<file path="src/rtl/servo_motion_ctrl_if.sv">
// servo_motion_ctrl_if: client request/ack pairs and commanded-angle status of the servo sequencer
interface servo_motion_ctrl_if;
  logic       req_a;
  logic [7:0] angle_a;
  logic       ack_a;
  logic       req_b;
  logic [7:0] angle_b;
  logic       ack_b;
  logic [7:0] angle_out;
  logic       frame_tick;
  logic       busy;
  logic       done;
  logic       owner;
  modport master (
    output req_a, angle_a, req_b, angle_b,
    input  ack_a, ack_b, angle_out, frame_tick, busy, done, owner
  );
  modport slave (
    input  req_a, angle_a, req_b, angle_b,
    output ack_a, ack_b, angle_out, frame_tick, busy, done, owner
  );
endinterface

</file>
<file path="src/rtl/servo_motion_ctrl.sv">
// servo_motion_ctrl: round-robin arbiter for two clients that steps the servo angle toward the target once per frame
module servo_motion_ctrl #(
  parameter int FRAME_CYCLES  = 1000000,
  parameter int STEP          = 2,
  parameter int MAX_ANGLE     = 180,
  parameter int INIT_ANGLE    = 90,
  parameter int SETTLE_FRAMES = 5
) (
  input logic clk,
  input logic rst,
  servo_motion_ctrl_if.slave s
);
  localparam int CW = FRAME_CYCLES > 1 ? $clog2(FRAME_CYCLES) : 1;
  localparam int SW = SETTLE_FRAMES > 0 ? $clog2(SETTLE_FRAMES + 1) : 1;
  localparam logic [8:0] STEP9 = 9'(STEP);
  localparam logic [7:0] MAX8  = 8'(MAX_ANGLE);
  localparam logic [7:0] INIT8 = 8'(INIT_ANGLE);
  typedef enum logic [1:0] {IDLE, MOVE, SETTLE} state_t;
  state_t        state;
  logic [CW-1:0] cnt;
  logic [SW-1:0] settle_cnt;
  logic [7:0]    target;
  logic          last_grant;
  logic          up;
  logic [8:0]    diff;
  logic          grant_a;
  logic          grant_b;
  logic [7:0]    clamp_a;
  logic [7:0]    clamp_b;
  always_comb begin
    up      = target > s.angle_out;
    diff    = up ? {1'b0, target} - {1'b0, s.angle_out} : {1'b0, s.angle_out} - {1'b0, target};
    grant_a = s.req_a & (~s.req_b | last_grant);
    grant_b = s.req_b & (~s.req_a | ~last_grant);
    clamp_a = s.angle_a > MAX8 ? MAX8 : s.angle_a;
    clamp_b = s.angle_b > MAX8 ? MAX8 : s.angle_b;
  end
  // frame_tick is registered one count early so it is high exactly while cnt is the last count
  always_ff @(posedge clk or posedge rst) begin
    if (rst) begin
      cnt          <= '0;
      s.frame_tick <= 1'b0;
    end else begin
      cnt          <= cnt == CW'(FRAME_CYCLES - 1) ? '0 : cnt + 1'b1;
      s.frame_tick <= FRAME_CYCLES == 1 ? 1'b1 : cnt == CW'(FRAME_CYCLES - 2);
    end
  end
  always_ff @(posedge clk or posedge rst) begin
    if (rst) begin
      state       <= IDLE;
      s.angle_out <= INIT8;
      target      <= INIT8;
      settle_cnt  <= '0;
      last_grant  <= 1'b1;
      s.ack_a     <= 1'b0;
      s.ack_b     <= 1'b0;
      s.busy      <= 1'b0;
      s.done      <= 1'b0;
      s.owner     <= 1'b0;
    end else begin
      s.ack_a <= 1'b0;
      s.ack_b <= 1'b0;
      s.done  <= 1'b0;
      case (state)
        IDLE: if (grant_a | grant_b) begin
          s.ack_a    <= grant_a;
          s.ack_b    <= grant_b;
          target     <= grant_b ? clamp_b : clamp_a;
          s.owner    <= grant_b;
          last_grant <= grant_b;
          s.busy     <= 1'b1;
          state      <= MOVE;
        end
        MOVE: if (s.frame_tick) begin
          if (diff <= STEP9) begin
            s.angle_out <= target;
            settle_cnt  <= SW'(SETTLE_FRAMES);
            state       <= SETTLE;
          end else
            s.angle_out <= up ? s.angle_out + 8'(STEP) : s.angle_out - 8'(STEP);
        end
        SETTLE: if (settle_cnt == '0) begin
          s.done <= 1'b1;
          s.busy <= 1'b0;
          state  <= IDLE;
        end else if (s.frame_tick)
          settle_cnt <= settle_cnt - 1'b1;
        default: state <= IDLE;
      endcase
    end
  end
endmodule

</file>
<file path="src/flat_wrapper.sv">
// flat-port wrapper written by rule: the top's interface ports become plain ports
module servo_motion_ctrl_flat 
#(
  parameter int FRAME_CYCLES  = 1000000,
  parameter int STEP          = 2,
  parameter int MAX_ANGLE     = 180,
  parameter int INIT_ANGLE    = 90,
  parameter int SETTLE_FRAMES = 5
)
  (clk, rst, s_req_a, s_angle_a, s_req_b, s_angle_b, s_ack_a, s_ack_b, s_angle_out, s_frame_tick, s_busy, s_done, s_owner);
  servo_motion_ctrl_if s_i ();
  input logic clk;
  input logic rst;
  input wire logic [$bits(s_i.req_a)-1:0] s_req_a;
  input wire logic [$bits(s_i.angle_a)-1:0] s_angle_a;
  input wire logic [$bits(s_i.req_b)-1:0] s_req_b;
  input wire logic [$bits(s_i.angle_b)-1:0] s_angle_b;
  output wire logic [$bits(s_i.ack_a)-1:0] s_ack_a;
  output wire logic [$bits(s_i.ack_b)-1:0] s_ack_b;
  output wire logic [$bits(s_i.angle_out)-1:0] s_angle_out;
  output wire logic [$bits(s_i.frame_tick)-1:0] s_frame_tick;
  output wire logic [$bits(s_i.busy)-1:0] s_busy;
  output wire logic [$bits(s_i.done)-1:0] s_done;
  output wire logic [$bits(s_i.owner)-1:0] s_owner;
  assign s_i.req_a = s_req_a;
  assign s_i.angle_a = s_angle_a;
  assign s_i.req_b = s_req_b;
  assign s_i.angle_b = s_angle_b;
  assign s_ack_a = s_i.ack_a;
  assign s_ack_b = s_i.ack_b;
  assign s_angle_out = s_i.angle_out;
  assign s_frame_tick = s_i.frame_tick;
  assign s_busy = s_i.busy;
  assign s_done = s_i.done;
  assign s_owner = s_i.owner;
  servo_motion_ctrl #(.FRAME_CYCLES(FRAME_CYCLES), .STEP(STEP), .MAX_ANGLE(MAX_ANGLE), .INIT_ANGLE(INIT_ANGLE), .SETTLE_FRAMES(SETTLE_FRAMES)) u_core (.clk(clk), .rst(rst), .s(s_i));
endmodule
</file>
<file path="config.mk">
export PLATFORM = sky130hd
export DESIGN_NAME = servo_motion_ctrl_flat
export DESIGN_NICKNAME = d
export VERILOG_FILES = /design/src/rtl/servo_motion_ctrl_if.sv /design/src/rtl/servo_motion_ctrl.sv /design/src/flat_wrapper.sv
export SDC_FILE = /design/constraint.sdc
export NUM_CORES = 1
export LEC_CHECK = 0
export ABC_AREA = 1
export CELL_PAD_IN_SITES_DETAIL_PLACEMENT = 0
export CELL_PAD_IN_SITES_GLOBAL_PLACEMENT = 2
export CORE_MARGIN = 10
export CORE_UTILIZATION = 36
export DETAILED_ROUTE_END_ITERATION = 10
export PLACE_DENSITY = 0.9
export SETUP_SLACK_MARGIN = 0.2
export SLEW_MARGIN = 10
export SYNTH_ARGS = -nofsm -noshare
export SYNTH_HDL_FRONTEND = slang
export SYNTH_SLANG_ARGS = --single-unit
</file>
<file path="constraint.sdc">
create_clock -name clk -period 9.1 [get_ports clk]
set_input_delay 2.275 -clock clk [delete_from_list [all_inputs] [get_ports clk]]
set_output_delay 2.275 -clock clk [all_outputs]
set_load 0.05 [all_outputs]
</file>
# [Yosys cells after proc, flatten, opt, wreduce, memory -nomap -nowiden]
# Index checks and enable logic that the tools add are counted.
[totals] input_bits=20 ff_bits=48 wordCells=75
[op_classes] add_sub_neg=6 n_reduce_logical=9 n_bitwise=8 mux=26 n_eq_ne=10 order_cmp=4
[ops] cell="$eq 20x20->1 const B" n=2
[ops] cell="$mux 8" n=5
[ops] cell="$add 20x1->20 const B" n=1
[ops] cell="$mux 20" n=1
[ops] cell="$sub 8x8->9" n=2
[ops] cell="$gt 8x8->1 const B" n=2
[ops] cell="$mux 3" n=4
[ops] cell="$ne 2x1->1 const B" n=5
[ops] cell="$le 9x2->1 const B" n=1
[ops] cell="$mux 9" n=1
[ops] cell="$add 8x2->8 const B" n=1
[ops] cell="$gt 8x8->1" n=1
[ops] cell="$mux 1" n=8
[ops] cell="$mux 2" n=4
[ops] cell="$sub 8x2->8 const B" n=1
[ops] cell="$pmux 2 s3" n=1
[ops] cell="$pmux 3 s2" n=1
[ops] cell="$reduce_and 5->1" n=1
[ops] cell="$reduce_and 2->1" n=2
[ops] cell="$reduce_and 4->1" n=1
[ops] cell="$reduce_bool 2->1" n=2
[ops] cell="$logic_not 3->1" n=1
[ops] cell="$not 1->1" n=3
[ops] cell="$or 1x1->1" n=3
[ops] cell="8 further kinds" n=9

# [Depth between registers and ports, before layout]
[depth] ltp_word=6 depth_mapped=21

# [Worst setup path before layout]
# No wires, ideal clock.
[synth_path] kind="input port to flip-flop" from="input port s_req_b" to="register u_core.target[7]" required_time_ns=9.017 stages=9 n_path_buf=2 slack_ns=5.574 arrival_time_ns=3.443 setup_time_ns=0.083 path_cell_list="inv_1 a21oi_1 inv_1 nor2_1 or2_2 buf_2 buf_2 o211ai_1 o21ai_0"
[synth_via] elab_chain_len=5
[synth_lines] item="start, declared" line_no="flat_wrapper.sv:16" text="input wire logic [$bits(s_i.req_b)-1:0] s_req_b;"
[synth_lines] item="$not 1->1" line_no="servo_motion_ctrl.sv:33" text="grant_a = s.req_a & (~s.req_b | last_grant);"
[synth_lines] item="$or 1x1->1" line_no="servo_motion_ctrl.sv:33"
[synth_lines] item="$and 1x1->1" line_no="servo_motion_ctrl.sv:33"
[synth_lines] item="$or 1x1->1" line_no="servo_motion_ctrl.sv:65" text="IDLE: if (grant_a | grant_b) begin"
[synth_lines] item="$reduce_and 2->1 (no source line)"
[synth_lines] item="end signal, assigned" line_no="servo_motion_ctrl.sv:68" text="target <= grant_b ? clamp_b : clamp_a;"
[synth_lines] item="end, declared" line_no="servo_motion_ctrl.sv:22" text="logic [7:0] target;"
# Several ways; a longest one is shown, not always the timed one.
# A chain may end at the register's enable or synchronous reset.

# [Worst setup path after layout]
[layout_path] from="register u_core.s.angle_out[1]" to="output port s_angle_out[1]"
[layout_rtl] item="start, declared" line_no="servo_motion_ctrl_if.sv:20" text="output ack_a, ack_b, angle_out, frame_tick, busy, done, owner"
[layout_rtl] item="start signal, assigned" line_no="servo_motion_ctrl.sv:76" text="s.angle_out <= target;"
[layout_rtl] item="start signal, assigned" line_no="servo_motion_ctrl.sv:80" text="s.angle_out <= up ? s.angle_out + 8'(STEP) : s.angle_out - 8'(STEP);"
[layout_rtl] item="end, declared" line_no="flat_wrapper.sv:20" text="output wire logic [$bits(s_i.angle_out)-1:0] s_angle_out;"
# No word-level cell between the ends.

==> out/qor.log <==
[status] status finished, final reports clean
[floorplanning] area of the core 10300 um2
[setup_path] required time reported for the critical path endpoint 6.83 ns
[timing] post-route clock skew 0.00877 ns
[finish] final cell count without fillers 711
[synth] post-synthesis instance total 541
[timing] Final Hold Viols 0
[setup_path] crit end category output port
[floorplanning] count of boundary I/O pins 34
[global_routing] first-pass GRT wire length 16400 um
[run] number of violations of the max-capacitance limit 0
[clock_tree] number of clock buffers inserted by TritonCTS 5
[setup_path] sequence of cells on the critical path clkdlybuf4s50_1
[synth] top flip-flop cell by instance count after synthesis sky130_fd_sc_hd__dfrtp_1
[timing] setup tns final 0 ns
[floorplanning] number of placement rows 37
[synth] Post-Syn Nets 593
[power_and_ir_drop] clock share of power 12.0%
[setup_path] crit path max-delay cell type sky130_fd_sc_hd__clkdlybuf4s50_1
[route] vias per cell 4.92
[setup_path] Max Fanout on Critical Path 6
[timing] final period demand of the worst path 4.06 ns
[timing] highest achievable clock rate 0.246 GHz
[power_and_ir_drop] Static Leak 2.26 nW
[placed_design] # placed instances 703
[floorplanning] horizontal extent of the die 123 um
[setup_path] Critical Path AT 1.78 ns
[route] routed vias 3498
[clock_tree] cell at the root of the clock tree sky130_fd_sc_hd__clkbuf_8
[power_and_ir_drop] internal power 0.531 mW
[power_and_ir_drop] Gate power share 60.3%
[clock_tree] number of buffers between clock root and the deepest sink 2
[hold_path] type of the tightest min-delay check reg -> reg
[route] Routed Antenna Nets 0
[timing] worst slew margin relative to its limit 34.4%
[finish] Synth-to-Final Area Change 13.6%
[clock_tree] Clock transition at path regs 0.09 ns
[floorplanning] Vert. Die Dim 123 um
[route] number of DRC violations after detailed-routing iteration 0 199
[global_routing] remaining global-route overflow 0
[route] detail-routed net length per standard cell 13.3 um
[power_and_ir_drop] total net switching power 0.525 mW
[synth] part of the Yosys area used for sequential elements 32.0%
[setup_path] gate family responsible for the most delay along the worst path buffers and inverters
[clock_tree] count of cells resized by post-cts repair 0
[power_and_ir_drop] switching part of the total power 49.7%
[synth] proportion of synthesized flip-flops having asynchronous set or reset 100%
[timing] RSZ-0062 raised after global routing false
[floorplanning] area enclosed by the die boundary 15000 um2
[placed_design] count of buffers inserted at the top-level ports 33
[floorplanning] Initial Utilization 36.9%
[timing] final worst path period share 44.6%
[setup_path] type of the worst setup path reg -> out
[route] 1st-pass router iterations 4
[clock_tree] quantity of hold-fixing buffers added after cts 0
[placed_design] sum of net half-perimeters after detailed placement 7570 um
[synth] cell area after technology mapping 3790 um2
[setup_path] crit path launch type register
[finish] final antenna diode count 0
[route] Post-Route WL 9440 um
[timing] Worst Tran Pin Value 0.983 ns
[synth] Ys Warns 0
[global_routing] number of antenna violations at the first check in global routing 0
[clock_tree] Clk Latency, worst-skew pair 0.31 ns
[global_routing] pin count of the biggest net entering global routing 49
[global_routing] aggregate global-route resource usage 13.4%
[timing] number of slew-limit violations in the final report 0
[synth] Post-synth EDFFs 0
[finish] share of layout cells above drive strength 1 6.26%
[timing] number of endpoints failing setup at the final stage 0
[finish] nets 626
[clock_tree] TritonCTS clock tree done
[power_and_ir_drop] sequential fraction of design power 27.7%
[global_routing] number of global-route vias before repair 3418
[finish] Finished Core Util 41.9%
[route] DRC violations left 0
[setup_path] CP max stage delay 0.84 ns
[synth] count of unique library cells instantiated by Yosys 38
[clock_tree] H-tree lvl count 2
[clock_tree] number of buffers inserted to repair setup after CTS 0
[setup_path] sum of buffers and inverters on the critical path 1
[synth] post-synthesis area per instance 7.01 um2
[power_and_ir_drop] power per standard cell area 245 nW/um2
[placed_design] routability congestion estimate 0.893
[power_and_ir_drop] maximum ir drop on the vdd rail 0.165 mV
[synth] Seq cells post-synth 48
[clock_tree] number of clock sinks 48
-- Yosys cell counts (2+ instances only) --
library cell	number	area share (%)
sky130_fd_sc_hd__nand2_1	146	14
sky130_fd_sc_hd__xor2_1	14	3.2
sky130_fd_sc_hd__o221ai_1	3	0.69
sky130_fd_sc_hd__nand4_1	18	3.0
sky130_fd_sc_hd__inv_1	96	9.5
sky130_fd_sc_hd__dfstp_2	9	6.2
sky130_fd_sc_hd__nor4_1	3	0.49
sky130_fd_sc_hd__inv_2	4	0.40
sky130_fd_sc_hd__dfrtp_1	39	26
sky130_fd_sc_hd__nand2_2	5	0.82
sky130_fd_sc_hd__buf_6	5	1.5
sky130_fd_sc_hd__nor2_1	33	3.3
sky130_fd_sc_hd__nor3_1	9	1.2
sky130_fd_sc_hd__a22oi_1	2	0.40
sky130_fd_sc_hd__buf_2	2	0.26
sky130_fd_sc_hd__nor2_2	2	0.33
sky130_fd_sc_hd__fa_1	3	1.6
sky130_fd_sc_hd__o21bai_1	2	0.40
sky130_fd_sc_hd__a21oi_1	24	3.2
sky130_fd_sc_hd__a31oi_1	3	0.49
sky130_fd_sc_hd__or2_2	4	0.66
sky130_fd_sc_hd__and3_1	3	0.49
sky130_fd_sc_hd__o21ai_0	23	3.0
sky130_fd_sc_hd__nand3_1	46	6.1
sky130_fd_sc_hd__ha_1	29	9.6
sky130_fd_sc_hd__o21ai_1	2	0.26
-- cell usage in the layout (no fill, tap or decap), drive strengths merged, types with 3 or more instances in the layout --
cell           netlist  routed
clkdlybuf4s50        0      33
or2                  4       4
dfstp                9       9
nand3               47      47
and3                 3       3
nor4                 3       3
a21oi               24      24
xor2                14      14
nand2              152     152
nor2                36      36
dfrtp               39      39
o21ai               25      25
nand4               18      18
fa                   3       3
nor3                10      10
clkbuf               0       7
ha                  29      29
a31oi                3       3
o221ai               3       3
inv                100     100
-- sequential cells by signal, summed over array words and instances (netlist names) --
| name | cells |
|---|---|
| u_core.s.ack_a | 1 |
| u_core.s.done | 1 |
| u_core.s.busy | 1 |
| u_core.last_grant | 1 |
| u_core.s.ack_b | 1 |
| u_core.target | 8 |
| u_core.settle_cnt | 3 |
| u_core.s.angle_out | 8 |
| u_core.s.frame_tick | 1 |
| u_core.cnt | 20 |
| u_core.state | 2 |
| u_core.s.owner | 1 |
-- metal layers --
metal | up-vias | GRT usage (%) | wire length, um
met2 | 69 | 20.5 | 4060
met4 | 0 | 3.98 | 125
met1 | 1620 | 18.3 | 4830
met5 | - | 0 | 0
met3 | 11 | 3.08 | 426
li1 | 1798 | - | -
-- cell type report --
| cell class | instances | area (um2) |
|---|---|---|
| tap | 136 | 170 |
| sequential | 48 | 1210 |
| fill | 1106 | 5970 |
| clock buffer | 7 | 76.3 |
| timing repair buffer | 33 | 330 |
| multi-input combinational | 385 | 2130 |
| inverter | 101 | 379 |
| clock inverter | 1 | 5.00 |
-- power by group through the flow --
stage,clock network [mW],registers [mW],logic [mW]
after floorplan,0,0.306,0.495
after global placement,0,0.295,0.628
after detailed placement,0,0.295,0.638
after CTS,0.132,0.292,0.640
after global routing,0.142,0.298,0.737
final,0.127,0.292,0.637
-- stage by stage --
stage | instance area (um2) | hold slack (ns) | power [mW] | setup WS [ns]
6_report | 4310 | 0.476 | 1.06 | 5.04
5_1_grt | 4310 | 0.499 | 1.18 | 4.97
4_1_cts | 4310 | 0.480 | 1.06 | 5.02
3_5_place_dp | 4230 | 0.461 | 0.932 | 4.90
3_3_place_gp | 4230 | 0.457 | 0.923 | 4.98
2_1_floorplan | 3790 | 0.442 | 0.802 | 5.57
-- path summary, 6_finish.rpt --
kind / to / start / cells past startpoint / slack, ns
max in group asynchronous: u_core.settle_cnt[0]$_DFFE_PP0P_ / rst / 2 / 5.97
min in group asynchronous: u_core.cnt[1]$_DFF_PP0_ / rst / 2 / 2.49
worst max-delay path: s_angle_out[1] / u_core.s.angle_out[1]$_DFFE_PP1P_ / 1 / 5.04
worst min register to register: u_core.settle_cnt[1]$_DFFE_PP0P_ / u_core.settle_cnt[1]$_DFFE_PP0P_ / 2 / 0.48
worst max register to register: u_core.s.angle_out[6]$_DFFE_PP1P_ / u_core.s.angle_out[3]$_DFFE_PP1P_ / 17 / 5.54
worst min-delay path: u_core.settle_cnt[1]$_DFFE_PP0P_ / u_core.settle_cnt[1]$_DFFE_PP0P_ / 2 / 0.48
-- worst register-to-register path: cells and delay by family (launching register included) --
kind                     cells  cell delay (ns)
adder cells (fa/ha/maj)      2             0.91
flip-flops                   1             0.60
buffers and inverters        1             0.06
AND/OR/NAND/NOR             11             1.35
XOR/XNOR                     1             0.14
AO/OA/AOI/OAI                2             0.44
-- cell families after synthesis --
logic type | synth area share [%]
buffers and inverters | 11.7
AO/OA/AOI/OAI | 9.44
AND/OR/NAND/NOR | 32.2
adder cells (fa/ha/maj) | 11.2
XOR/XNOR | 3.46
flip-flops | 32.0
No activity file was read; power rests on OpenSTA's default activity.
